### src/rtl/pipeline_pkg.sv
// Shared pipeline definitions: default datapath width, the NOP encoding the
// decode stage sees when nothing is buffered, and the fetch packet layout.
package pipeline_pkg;

    localparam int          XLEN      = 32;
    localparam logic [31:0] NOP_INSTR = 32'h0000_0000;

    // One fetched instruction together with its PC, as produced by fetch.
    typedef struct packed {
        logic [XLEN-1:0] pc;
        logic [XLEN-1:0] instr;
    } fetch_pkt_t;

    localparam int FETCH_PKT_W = $bits(fetch_pkt_t);

endpackage

### src/rtl/if_id_buffer_mem.sv
// Storage array for the IF/ID buffer: one synchronous write port and one
// combinational read port. Contents are deliberately not reset; validity
// is tracked by the occupancy count in the top.
module if_id_buffer_mem #(
    parameter int DEPTH = 4,
    parameter int DW    = 64,
    parameter int AW    = $clog2(DEPTH)
) (
    input  logic          clk,
    input  logic          we_i,
    input  logic [AW-1:0] waddr_i,
    input  logic [DW-1:0] wdata_i,
    input  logic [AW-1:0] raddr_i,
    output logic [DW-1:0] rdata_o
);

    logic [DW-1:0] mem_q [DEPTH];

    // Write the entry addressed by the write pointer on an accepted push.
    always_ff @(posedge clk) begin
        if (we_i) begin
            mem_q[waddr_i] <= wdata_i;
        end
    end

    assign rdata_o = mem_q[raddr_i];

endmodule

### src/rtl/if_id_buffer.sv
// IF/ID decoupling buffer. Holds {PC, instruction} pairs from fetch and
// hands them to decode with a valid/ready handshake; a taken branch (flush)
// drops every buffered wrong-path entry in one cycle.
// Optional statistics counters are enabled by defining IF_ID_BUFFER_STATS_EN.
module if_id_buffer
    import pipeline_pkg::*;
#(
    parameter int               WIDTH     = XLEN,
    parameter int               DEPTH     = 4,
    parameter logic [WIDTH-1:0] NOP_INSTR = pipeline_pkg::NOP_INSTR
) (
    input  logic                     clk,
    input  logic                     rst,
    input  logic                     flush,
    input  logic                     in_valid,
    input  logic [WIDTH-1:0]         in_pc,
    input  logic [WIDTH-1:0]         in_instr,
    output logic                     in_ready,
    output logic                     out_valid,
    output logic [WIDTH-1:0]         out_pc,
    output logic [WIDTH-1:0]         out_instr,
    input  logic                     out_ready,
`ifdef IF_ID_BUFFER_STATS_EN
    output logic [31:0]              stall_cycles,
    output logic [31:0]              flushed_instrs,
`endif
    output logic [$clog2(DEPTH):0]   count
);

    localparam int AW = $clog2(DEPTH);
    localparam int CW = AW + 1;

    logic [AW-1:0]        wr_ptr_q, wr_ptr_d;
    logic [AW-1:0]        rd_ptr_q, rd_ptr_d;
    logic [CW-1:0]        count_q, count_d;
    logic                 push, pop, we;
    logic [2*WIDTH-1:0]   rd_data;

    // Full/empty come from the count, never from pointer comparison.
    // in_ready is held high during flush since fetch redirects that cycle.
    assign in_ready  = (count_q != CW'(DEPTH)) | flush;
    assign out_valid = (count_q != '0);
    assign push      = in_valid & in_ready & ~flush;
    assign pop       = out_valid & out_ready & ~flush;
    assign we        = push & ~rst;

    // Outputs gated by out_valid so stale or uninitialised storage never leaks.
    assign out_pc    = out_valid ? rd_data[2*WIDTH-1:WIDTH] : '0;
    assign out_instr = out_valid ? rd_data[WIDTH-1:0]       : NOP_INSTR;
    assign count     = count_q;

    if_id_buffer_mem #(
        .DEPTH (DEPTH),
        .DW    (2*WIDTH),
        .AW    (AW)
    ) u_mem (
        .clk     (clk),
        .we_i    (we),
        .waddr_i (wr_ptr_q),
        .wdata_i ({in_pc, in_instr}),
        .raddr_i (rd_ptr_q),
        .rdata_o (rd_data)
    );

    // Next-state for pointers and occupancy; flush overrides push/pop.
    always_comb begin
        wr_ptr_d = wr_ptr_q;
        rd_ptr_d = rd_ptr_q;
        count_d  = count_q;
        if (flush) begin
            wr_ptr_d = '0;
            rd_ptr_d = '0;
            count_d  = '0;
        end else begin
            if (push) wr_ptr_d = wr_ptr_q + AW'(1);
            if (pop)  rd_ptr_d = rd_ptr_q + AW'(1);
            case ({push, pop})
                2'b10:   count_d = count_q + CW'(1);
                2'b01:   count_d = count_q - CW'(1);
                default: count_d = count_q;
            endcase
        end
    end

    // Pointer and count registers; reset wins over everything.
    always_ff @(posedge clk) begin
        if (rst) begin
            wr_ptr_q <= '0;
            rd_ptr_q <= '0;
            count_q  <= '0;
        end else begin
            wr_ptr_q <= wr_ptr_d;
            rd_ptr_q <= rd_ptr_d;
            count_q  <= count_d;
        end
    end

`ifdef IF_ID_BUFFER_STATS_EN
    logic [31:0] stall_q, flushed_q;
    logic [32:0] flushed_sum;

    assign flushed_sum    = {1'b0, flushed_q} + 33'(count_q);
    assign stall_cycles   = stall_q;
    assign flushed_instrs = flushed_q;

    // Saturating statistics; only reset clears them.
    always_ff @(posedge clk) begin
        if (rst) begin
            stall_q   <= '0;
            flushed_q <= '0;
        end else begin
            if (in_valid && !in_ready && stall_q != '1) begin
                stall_q <= stall_q + 32'd1;
            end
            if (flush) begin
                flushed_q <= flushed_sum[32] ? '1 : flushed_sum[31:0];
            end
        end
    end
`endif

endmodule

### config.mk
export PLATFORM = sky130hd
export DESIGN_NAME = if_id_buffer
export DESIGN_NICKNAME = d
export VERILOG_FILES = /design/src/rtl/pipeline_pkg.sv /design/src/rtl/if_id_buffer_mem.sv /design/src/rtl/if_id_buffer.sv
export SDC_FILE = /design/constraint.sdc
export NUM_CORES = 1
export LEC_CHECK = 0
export BUFFER_PORTS_ARGS = -buffer_cell sky130_fd_sc_hd__buf_2
export CORE_ASPECT_RATIO = 0.75
export CORE_MARGIN = 2
export CORE_UTILIZATION = 35
export DETAILED_ROUTE_END_ITERATION = 7
export GPL_TIMING_DRIVEN = 0
export PLACE_DENSITY = 0.53
export SLEW_MARGIN = 10
export SYNTH_ARGS = -nofsm -noshare
export SYNTH_HDL_FRONTEND = slang
export SYNTH_SLANG_ARGS = --single-unit
### constraint.sdc
create_clock -name clk -period 7.7 [get_ports clk]
set_clock_uncertainty 0.15 [all_clocks]
set_input_delay 1.54 -clock clk [delete_from_list [all_inputs] [get_ports clk]]
set_output_delay 1.54 -clock clk [all_outputs]
set_load 0.1 [all_outputs]
==> out/metrics.cfg <==
[die]
placementRows=54
num_io_pins=138
initial_core_util=0.353
die_y_um=152
coreArea_sq_um=28900
die_area_sq_um=30600
die_width_um=201

[yosys]
syn_area_per_cell_sq_um=22.3
syn_inst=459
synthDistinctLibCells=27
seq_area_frac_synth=0.770
synth_nets=534
ys_ff_latch=265
yosysWarnings=0
synthesis.area_sq_um=10200

[power]
leakage_nw=4.19
power_mw=2.95
p_per_area_nw_per_um2=240
peakVddDrop_v=0.000179

[clocking]
clkTransAtPathRegs_ns=0.06
cts.sinks=265
clk_latency_ns=0.52
cts_root_buf=clkbuf_16
cts_max_level=1
cts_hold_buf=0
clk_path_buf_depth=3
ctsResizeCount=0
postCtsSetupBuffers=0
cts_buffers=27
cts_tree=yes

[sta]
setup_viol=0
setup_slack_ns=3.17
worst_pin_slew_ns=0.680
drv_slew=0
timing.fmax_ghz=0.221
hold_violations=0
fin_crit_sh=0.588
period_minus_slack_ns=4.53
rsz0062_at_grt=false
tns_ns=0
max_slew_margin=0.547

[routing]
wl_per_cell_um=19.5
vias=4917
drc_errors=0
drt-vias-per-instance=4.73
firstDrtPassIters=4
ant_nets=0
postRouteWirelength_mm=20.3
drtIter0Drc=243

[global_route]
grt.overflow.total=0
first_global_vias=5418
grt_pass1_wl_mm=31.1
grtUsageTotal=0.133
antenna_found_initial=3
grt_max_degree=37

[setup_path]
crit_path_start_kind=register
cpMostUsedCell=clkbuf_1
cp_cell_sequence=or3_1 -> clkbuf_1 -> clkbuf_1 -> and2_1 -> buf_2
path_buf_inv=3
crit_path_max_fanout=10
worstSetupPathType=reg2out
required_ns=6.01
cp_top_family=buffers and inverters
arrival_ns=2.84
cpMaxStageDelayCell=clkbuf_1
slowest_delay_ns=0.53
setup.worst_path.end_class=output pin

[layout]
syn_to_final_growth_pct=20.3
drive_gt1_frac=0.398
num-fill-cells=2615
num-nets-final=704

[hold_path]
hp-class=reg2reg

[outcome]
outcome=finished, final reports clean

[run]
drv_cap=0

[placement]
hpwl_mm=12.3
portBuffers=137
dp_slack_ns=3.67
gp_congestion=0.716

worst paths after layout:
path,from,to,slack (ns),depth (start not counted)
setup reg to reg,count[2]$_SDFFE_PP0P_,count[2]$_SDFFE_PP0P_,5.12,9
hold / removal,wr_ptr_q[0]$_SDFFE_PP0P_,wr_ptr_q[0]$_SDFFE_PP0P_,0.37,2
hold reg to reg,wr_ptr_q[0]$_SDFFE_PP0P_,wr_ptr_q[0]$_SDFFE_PP0P_,0.37,2
setup / recovery,count[0]$_SDFFE_PP0P_,out_pc[30],3.17,5
sequential cells by signal (all words and copies together), names as in the netlist, named ones only:
name	count
count	3
rd_ptr_q	2
wr_ptr_q	2
u_mem.mem_q	256
cell families (layout without fill, tap and decap cells):
kind of cell | count (synthesis) | count (layout) | share of synthesized area
DFF | 265 | 265 | 0.770
other | 0 | 2 | 0
adders and majority gates | 6 | 6 | 0.00808
muxes | 64 | 64 | 0.142
xor gates and xnor gates | 4 | 4 | 0.00343
buffers and inverters | 27 | 214 | 0.0211
and+or+nand+nor | 86 | 86 | 0.0509
AOI/OAI and AO/OA | 7 | 7 | 0.00428
power by group:
part	total [mW]	leakage (nW)	switching [mW]	internal, mW
registers	1.60	2.39	0.00361	1.60
clock network	1.17	0.391	0.507	0.668
logic	0.172	1.42	0.128	0.0436
total	2.95	4.19	0.638	2.31
metrics by stage:
stage / cell area, sq um / utilization / std cells / hold slack, ns
floorplan: 10200 / - / 459 / 0.320
CTS: 12300 / 0.425 / 1038 / 0.370
finish: 12300 / 0.425 / 1040 / 0.370
global route: 12300 / 0.425 / 1038 / 0.405
detailed placement: 11500 / 0.398 / 992 / 0.362
global placement: 11400 / 0.394 / 988 / 0.334
layer usage:
| layer | global-route usage | vias up | part of all wire |
|---|---|---|---|
| met2 | 0.222 | 135 | 0.49 |
| li1 | - | 2209 | - |
| met5 | 0 | - | 0 |
| met4 | 0.0301 | 0 | 0.018 |
| met3 | 0.0373 | 26 | 0.060 |
| met1 | 0.172 | 2547 | 0.44 |
Yosys cell counts:
master    number  area share
a21oi_1        2     0.00098
nor2_1         8      0.0029
mux4_2        60        0.13
mux4_1         4       0.010
or3b_1         1     0.00086
or3_1          2      0.0012
clkbuf_2       1     0.00049
inv_1          5      0.0018
nand2b_1       1     0.00061
nand2_1        1     0.00037
o31ai_1        2      0.0015
edfxtp_1     256        0.75
and2_1        64       0.039
o311ai_0       1     0.00086
buf_6          1      0.0011
fa_1           1      0.0020
and2_4         1     0.00086
and3_1         4      0.0024
clkbuf_1       8      0.0029
or2_2          2      0.0012
buf_12         6       0.012
o21ai_0        2     0.00098
buf_2          6      0.0029
nand4_1        2      0.0012
dfxtp_1        9       0.018
xor2_1         4      0.0034
ha_1           5      0.0061
worst min-delay path, stage by stage (launching register included):
cell and delay [ns]:
dfxtp_1 0.34, nand2_1 0.06, o21ai_0 0.07
layout make-up:
type	instances	area, sq um	area share
timing repair buffer	141	773	0.0629
clock buffer	30	687	0.0559
multi-input combinational	167	2160	0.176
buffer	22	196	0.0160
antenna	2	5.00	0.000407
clock inverter	16	98.8	0.00804
sequential	265	7870	0.640
tap	392	490	0.0399
inverter	5	18.8	0.00153
cell usage in the layout (no fill, tap or decap):
cell       netlist  routed
or3b_1           1       1
edfxtp_1       256     256
mux4_1           4       4
buf_16           0       1
o31ai_1          2       2
xor2_1           4       4
fa_1             1       1
clkinv_4         0       1
or3_1            2       2
bufinv_16        0       1
buf_12           6       9
nand2_1          1       1
clkbuf_2         1       1
o21ai_0          2       2
buf_2            6     143
and2_1          64      64
nand4_1          2       2
nor2_1           8       8
clkbuf_1         8      11
a21oi_1          2       2
o311ai_0         1       1
inv_1            5       5
clkinv_1         0       8
or2_2            2       2
mux4_2          60      60
diode_2          0       2
and2_4           1       1
clkbuf_16        0      27
clkinv_2         0       6
dfxtp_1          9       9
nand2b_1         1       1
ha_1             5       5
buf_6            1       1
and3_4           0       4
Power figures use the tool's default switching activity.
